### src/rtl/piksel_filtre_yanitlayici_pkg.sv
// Shared types and constants for the pixel filter responder.
package gorev_paket;

  localparam int unsigned PIKSEL_W             = 8;
  localparam int unsigned VARSAYILAN_GENISLIK  = 320;
  localparam int unsigned VARSAYILAN_YUKSEKLIK = 240;

  typedef logic [2:0] durum_t;

  localparam durum_t BOSTA  = 3'd0;
  localparam durum_t AL     = 3'd1;
  localparam durum_t GONDER = 3'd2;
  localparam durum_t KENAR  = 3'd3;
  localparam durum_t BITTI  = 3'd4;

endpackage

### src/rtl/piksel_filtre_yanitlayici_if.sv
// Pixel-stream handshake between the image top level (master) and the filter (slave).
interface piksel_filtre_yanitlayici_if;
  import gorev_paket::*;

  logic [PIKSEL_W-1:0] veri_i;
  logic                veri_gecerli_i;
  logic                veri_al_o;
  logic [PIKSEL_W-1:0] veri_o;
  logic                veri_gonder_o;
  logic                veri_alindi_i;
  logic                islem_bitti_o;

  modport slave (
    input  veri_i, veri_gecerli_i, veri_alindi_i,
    output veri_al_o, veri_o, veri_gonder_o, islem_bitti_o
  );

  modport master (
    output veri_i, veri_gecerli_i, veri_alindi_i,
    input  veri_al_o, veri_o, veri_gonder_o, islem_bitti_o
  );

endinterface

### src/rtl/piksel_filtre_yanitlayici_satir_cekirdegi.sv
// Combinational 1-2-1 horizontal kernel; optional threshold when GOREV_ESIK_EN is defined.
module satir_cekirdegi
  import gorev_paket::*;
#(
  parameter int unsigned ESIK = 128
) (
  input  logic [PIKSEL_W-1:0] a_i,
  input  logic [PIKSEL_W-1:0] b_i,
  input  logic [PIKSEL_W-1:0] c_i,
  output logic [PIKSEL_W-1:0] sonuc_o
);

`ifdef GOREV_ESIK_EN
  localparam bit EsikAktif = 1'b1;
`else
  localparam bit EsikAktif = 1'b0;
`endif

  logic [PIKSEL_W+1:0] toplam;
  logic [PIKSEL_W-1:0] ham;

  // Max sum is 4*255 = 1020, so the 10-bit sum never overflows.
  assign toplam  = {2'b00, a_i} + {1'b0, b_i, 1'b0} + {2'b00, c_i};
  assign ham     = toplam[PIKSEL_W+1:2];
  assign sonuc_o = !EsikAktif ? ham : ((ham >= PIKSEL_W'(ESIK)) ? '1 : '0);

endmodule

### src/rtl/piksel_filtre_yanitlayici.sv
// Raster-order 1-2-1 smoothing responder with edge replication.
// Optional threshold output enabled by the GOREV_ESIK_EN macro.
module piksel_filtre_yanitlayici
  import gorev_paket::*;
#(
  parameter int unsigned GENISLIK  = VARSAYILAN_GENISLIK,
  parameter int unsigned YUKSEKLIK = VARSAYILAN_YUKSEKLIK,
  parameter int unsigned ESIK      = 128
) (
  input  logic                         clk_i,
  input  logic                         rst_i,
  input  logic                         en_i,
  piksel_filtre_yanitlayici_if.slave   pf_io
);

  localparam int unsigned TOPLAM  = GENISLIK * YUKSEKLIK;
  localparam int unsigned SUTUN_W = $clog2(GENISLIK);
  localparam int unsigned SAYAC_W = $clog2(TOPLAM + 1);

  durum_t              durum_q, durum_d;
  logic [SUTUN_W-1:0]  sutun_q, sutun_d;
  logic [SAYAC_W-1:0]  sayac_q, sayac_d, sayac_art;
  logic [PIKSEL_W-1:0] onceki_q, onceki_d;
  logic [PIKSEL_W-1:0] simdi_q, simdi_d;
  logic [PIKSEL_W-1:0] veri_q, veri_d;
  logic                kenar_q, kenar_d;
  logic [PIKSEL_W-1:0] cek_c, cek_sonuc;

  // In GONDER the registers already hold the shifted pair, so the right edge
  // is replicated by feeding cur twice.
  assign cek_c = (durum_q == AL) ? pf_io.veri_i : simdi_q;

  satir_cekirdegi #(
    .ESIK (ESIK)
  ) u_cekirdek (
    .a_i     (onceki_q),
    .b_i     (simdi_q),
    .c_i     (cek_c),
    .sonuc_o (cek_sonuc)
  );

  assign sayac_art = sayac_q + 1'b1;

  always_comb begin
    durum_d  = durum_q;
    sutun_d  = sutun_q;
    sayac_d  = sayac_q;
    onceki_d = onceki_q;
    simdi_d  = simdi_q;
    veri_d   = veri_q;
    kenar_d  = kenar_q;
    if (!en_i) begin
      durum_d = BOSTA;
      sutun_d = '0;
      sayac_d = '0;
      kenar_d = 1'b0;
      veri_d  = '0;
    end else begin
      case (durum_q)
        BOSTA: begin
          durum_d = AL;
          sutun_d = '0;
          sayac_d = '0;
          kenar_d = 1'b0;
        end
        AL: begin
          if (pf_io.veri_gecerli_i) begin
            simdi_d  = pf_io.veri_i;
            onceki_d = simdi_q;
            if (sutun_q == '0) begin
              onceki_d = pf_io.veri_i;
              sutun_d  = SUTUN_W'(1);
            end else begin
              veri_d  = cek_sonuc;
              durum_d = GONDER;
              if (sutun_q == SUTUN_W'(GENISLIK - 1)) begin
                sutun_d = '0;
                kenar_d = 1'b1;
              end else begin
                sutun_d = sutun_q + 1'b1;
              end
            end
          end
        end
        GONDER: begin
          if (pf_io.veri_alindi_i) begin
            sayac_d = sayac_art;
            if (kenar_q) begin
              kenar_d = 1'b0;
              veri_d  = cek_sonuc;
              durum_d = KENAR;
            end else if (sayac_art == SAYAC_W'(TOPLAM)) begin
              durum_d = BITTI;
            end else begin
              durum_d = AL;
            end
          end
        end
        KENAR: begin
          if (pf_io.veri_alindi_i) begin
            sayac_d = sayac_art;
            durum_d = (sayac_art == SAYAC_W'(TOPLAM)) ? BITTI : AL;
          end
        end
        BITTI:   durum_d = BITTI;
        default: durum_d = BOSTA;
      endcase
    end
  end

  always_ff @(posedge clk_i or posedge rst_i) begin
    if (rst_i) begin
      durum_q  <= BOSTA;
      sutun_q  <= '0;
      sayac_q  <= '0;
      onceki_q <= '0;
      simdi_q  <= '0;
      veri_q   <= '0;
      kenar_q  <= 1'b0;
    end else begin
      durum_q  <= durum_d;
      sutun_q  <= sutun_d;
      sayac_q  <= sayac_d;
      onceki_q <= onceki_d;
      simdi_q  <= simdi_d;
      veri_q   <= veri_d;
      kenar_q  <= kenar_d;
    end
  end

  assign pf_io.veri_al_o     = (durum_q == AL);
  assign pf_io.veri_gonder_o = (durum_q == GONDER) || (durum_q == KENAR);
  assign pf_io.islem_bitti_o = (durum_q == BITTI);
  assign pf_io.veri_o        = veri_q;

endmodule

### src/flat_wrapper.sv
// flat-port wrapper written by rule: the top's interface ports become plain ports
module piksel_filtre_yanitlayici_flat import gorev_paket::*;
#(
  parameter int unsigned GENISLIK  = VARSAYILAN_GENISLIK,
  parameter int unsigned YUKSEKLIK = VARSAYILAN_YUKSEKLIK,
  parameter int unsigned ESIK      = 128
)
  (clk_i, rst_i, en_i, pf_io_veri_i, pf_io_veri_gecerli_i, pf_io_veri_alindi_i, pf_io_veri_al_o, pf_io_veri_o, pf_io_veri_gonder_o, pf_io_islem_bitti_o);
  piksel_filtre_yanitlayici_if pf_io_i ();
  input  logic clk_i;
  input  logic rst_i;
  input  logic en_i;
  input wire logic [$bits(pf_io_i.veri_i)-1:0] pf_io_veri_i;
  input wire logic [$bits(pf_io_i.veri_gecerli_i)-1:0] pf_io_veri_gecerli_i;
  input wire logic [$bits(pf_io_i.veri_alindi_i)-1:0] pf_io_veri_alindi_i;
  output wire logic [$bits(pf_io_i.veri_al_o)-1:0] pf_io_veri_al_o;
  output wire logic [$bits(pf_io_i.veri_o)-1:0] pf_io_veri_o;
  output wire logic [$bits(pf_io_i.veri_gonder_o)-1:0] pf_io_veri_gonder_o;
  output wire logic [$bits(pf_io_i.islem_bitti_o)-1:0] pf_io_islem_bitti_o;
  assign pf_io_i.veri_i = pf_io_veri_i;
  assign pf_io_i.veri_gecerli_i = pf_io_veri_gecerli_i;
  assign pf_io_i.veri_alindi_i = pf_io_veri_alindi_i;
  assign pf_io_veri_al_o = pf_io_i.veri_al_o;
  assign pf_io_veri_o = pf_io_i.veri_o;
  assign pf_io_veri_gonder_o = pf_io_i.veri_gonder_o;
  assign pf_io_islem_bitti_o = pf_io_i.islem_bitti_o;
  piksel_filtre_yanitlayici #(.GENISLIK(GENISLIK), .YUKSEKLIK(YUKSEKLIK), .ESIK(ESIK)) u_core (.clk_i(clk_i), .rst_i(rst_i), .en_i(en_i), .pf_io(pf_io_i));
endmodule
### config.mk
export PLATFORM = sky130hd
export DESIGN_NAME = piksel_filtre_yanitlayici_flat
export DESIGN_NICKNAME = d
export VERILOG_FILES = /design/src/rtl/piksel_filtre_yanitlayici_pkg.sv /design/src/rtl/piksel_filtre_yanitlayici_if.sv /design/src/rtl/piksel_filtre_yanitlayici_satir_cekirdegi.sv /design/src/rtl/piksel_filtre_yanitlayici.sv /design/src/flat_wrapper.sv
export SDC_FILE = /design/constraint.sdc
export NUM_CORES = 1
export LEC_CHECK = 0
export BUFFER_PORTS_ARGS = -buffer_cell sky130_fd_sc_hd__buf_4
export CAP_MARGIN = 20
export CORE_ASPECT_RATIO = 1.5
export CORE_MARGIN = 4
export CORE_UTILIZATION = 55
export DETAILED_ROUTE_END_ITERATION = 10
export PLACE_DENSITY_LB_ADDON = 0.3
export SLEW_MARGIN = 5
export SYNTH_ARGS = -nofsm -noshare
export SYNTH_HDL_FRONTEND = slang
export SYNTH_SLANG_ARGS = --single-unit
### constraint.sdc
create_clock -name clk_i -period 3.15 [get_ports clk_i]
set_input_delay 0.63 -clock clk_i [delete_from_list [all_inputs] [get_ports clk_i]]
set_output_delay 0.63 -clock clk_i [all_outputs]
set_load 0.02 [all_outputs]
==> results.md <==
* YS warnings at 0
* R2R depth at 12
* Run status: finished clean
* FF+latch count, synth at 54
* Dpl hpwl at 5170 µm
* Top Layer Used: met4
* Via count at 2,847
* Post-synthesis mux area share at 5.73%
* Top-count cell post-synth: dfrtp_1
* Avg Cell Area, Syn at 8.91 µm²
* Clock-pin slew on the worst setup and hold paths at 110 ps
* GRT Overall Usage at 20.1%
* Clock sink count at 54
* Final worst slack at 157 ps
* IO buf count at 23
* CP cell instances: nor3b_4 -> buf_4 -> a21oi_2 -> fa_1 -> nand3b_1 -> fa_2 -> nor2b_2 -> o21a_1 -> o21ai_1 -> a21oi_1 -> o21ai_0 -> a221oi_1
* Asr flop ratio synth at 100%
* Slew HR at 36.4%
* Clock Latency Late Sink at 310 ps
* Crit path arrival time at 3210 ps
* Synth-to-Final Area Change at 11.0%
* Setup violations, final at 0
* Nets at 447
* EDFF count, synth at 0
* Static leakage at 1.76 nW
* Post-Synth Adder-Cell Area at 8.17%
* Wire length on met1 at 3050 µm
* Synth top area share at 38.7%
* Clock root buffer: clkbuf_8
* Overall die height at 106 µm
* Final Max Tran Viols at 0
* Largest net degree at the start of global routing at 55
* Pwr Density at 759 nW/µm²
* Slowest stage cell, crit path: fa_1
* Vias in the first global route at 2,822
* Violation count after the first detailed-route iteration at 134
* Num CTS Buffers at 5
* CP endpoint kind: flip-flop
* Total gr overflow at 0
* Peak VDD IR at 398 µV
* CP startpoint kind: flip-flop
* Routability cong. at 0.871
* Worst path bufs/invs at 1
* WS Path Type: reg -> reg
* Setup TNS at 0 ps
* Tcrit/Tclk final at 95.0%
* Top Ports at 24
* ANT cells at 0
* Hold WS at 487 ps
* CTS tree: yes
* Worst EP required at 3370 ps
* Share of cells above drive strength 1 at 15.6%
* Final hold vios at 0
* Filler Cells Inserted at 546
* Distinct cells, synth at 55
* Setup WS pre-CTS at 81.1 ps
* CP Max Fanout at 5
* Leading cell types by count after synthesis: dfrtp_1 (54), o21ai_0 (47), nand2_1 (45)
* Hold Crit Class: in -> async
* Starting density of the core at 56.6%
* Area share of and/or/nand/nor cells after synthesis at 22.0%
* Area leader, netlist: dfrtp_1
* Cells after synthesis at 392
* Seq/Total Area, Yosys at 38.7%
* Worst path depth at 12
* Number of cell rows at 35
* Total die area at 7720 µm²
* Top FF cell, synth: dfrtp_1
* Largest family of logic cells by synthesized area: simple AND/OR/NAND/NOR gates
* CTS H-Tree Depth at 2
* Worst path top cell family by delay: compound AO/OA/AOI/OAI gates
* Final min period at 2990 ps
* Worst Skew at 12.6 ps
* Synth Cell Area at 3490 µm²
* Vias per cell at 5.80
* Synth top area cells: dfrtp_1 (39%), o21ai_0 (6.7%), nand2_1 (4.8%)
* Worst slew pin tran at 951 ps
* Die W at 73.1 µm
* Global-route wire length before repair at 12,600 µm
* Core ar. at 6170 µm²
* DRT Pass-1 Iters at 5
* Synth Area in Compound Gates at 15.4%
* Post-Route WL at 7120 µm
* Post-route ant nets at 0
* Drt wl/cell at 14.5 µm
* Maximum Capacitance Violations at 0
* Antenna violations before repair at 0
* Synth Area in XOR/XNOR at 3.26%
* Metal3 WL at 158 µm
* Metal2 WL at 3810 µm
* Max clock buf depth at 2
* DRC viols at 0
* Syn_nets at 423
* Max frequency at 334 MHz
* CP max stage delay at 450 ps
==> worst paths after layout <==
check                           slack (ps)                endpoint              startpoint
max in group asynchronous             2190      u_core.sayac_q[14]                   rst_i
worst min-delay path                   490       u_core.sutun_q[6]                   rst_i
worst max register to register         160  u_core.pf_io.veri_o[7]       u_core.durum_q[1]
worst min register to register         490  u_core.pf_io.veri_o[3]  u_core.pf_io.veri_o[3]
min in group clk_i                     490  u_core.pf_io.veri_o[3]  u_core.pf_io.veri_o[3]
worst max-delay path                   160  u_core.pf_io.veri_o[7]       u_core.durum_q[1]
==> cells in the final DEF (no fill, tap or decap), types with 3 or more instances in the layout <==
cell type  instances
buf_4             34
ha_1              10
o31ai_1            5
nor3_1             9
o22ai_1            3
nor2b_1            5
a31oi_1            7
o21ai_0           46
xnor2_1            7
nand4_1            5
mux2i_1           11
a211oi_1           3
dfrtp_1           54
mux2_2             8
nor2_1            35
nand2_1           45
fa_1               7
clkbuf_8           5
or4_1              3
and3_1             7
nand2b_1           4
a21oi_1           12
o21a_1             3
xor2_1             6
inv_1             34
nand3_1            7
nand4b_1           3
o21ai_1            4
==> per-stage QoR <==
step	total power, mW	instance area [µm²]	util [%]	std cells
after floorplan	2.06	3500	-	392
after global placement	2.38	3720	60.3	480
after detailed placement	2.42	3720	60.3	480
after CTS	2.92	3830	62.1	488
after global routing	3.22	3880	62.8	491
final	2.94	3880	62.8	491
==> cells by family after synthesis <==
family,count (synthesis)
and+or+nand+nor,143
AOI/OAI and AO/OA,92
DFF,54
buffers and inverters,53
muxes,19
adders and majority gates,18
xor gates and xnor gates,13
==> state kept, by name (all words and copies together) (netlist names) <==
name and flops:
u_core.sayac_q 17, u_core.onceki_q 8, u_core.kenar_q 1, u_core.durum_q 3
u_core.sutun_q 9, u_core.pf_io.veri_o 8, u_core.simdi_q 8
==> per-layer routing <==
layer,GRT usage [%],vias to the layer above
li1,-,1415
met2,35.8,34
met1,24.9,1389
met3,2.39,9
met4,5.67,0
met5,0,-
==> report_power, final <==
group | leakage [nW] | internal (mW) | switching [mW]
Sequential | 0.717 | 0.824 | 0.0864
Combinational | 0.993 | 0.721 | 0.840
Clock | 0.0504 | 0.237 | 0.234
==> final cells by class <==
cell class | count | area, µm² | area share [%]
Multi-Input combinational cell | 285 | 1920 | 49.5
Sequential cell | 54 | 1350 | 34.9
Timing Repair Buffer | 35 | 267 | 6.88
Inverter | 35 | 131 | 3.39
Tap cell | 74 | 92.6 | 2.39
Clock buffer | 5 | 68.8 | 1.78
Clock inverter | 3 | 45.0 | 1.16
==> worst register-to-register path, delay by kind of cell (launching register included) <==
family | cells | cell delay [ps]
fa+ha+maj | 2 | 820
simple gates | 3 | 650
compound gates | 6 | 840
flops | 1 | 420
buf+inv | 1 | 170
==> repair_timing <==
action	in CTS	in global routing
hold endpoints to repair	0	0
hold buffers	0	0
resized for setup	0	6
endpoints found under the setup margin	0	6
setup buffers	0	3
Note: power is estimated with default switching activity, not from simulation.
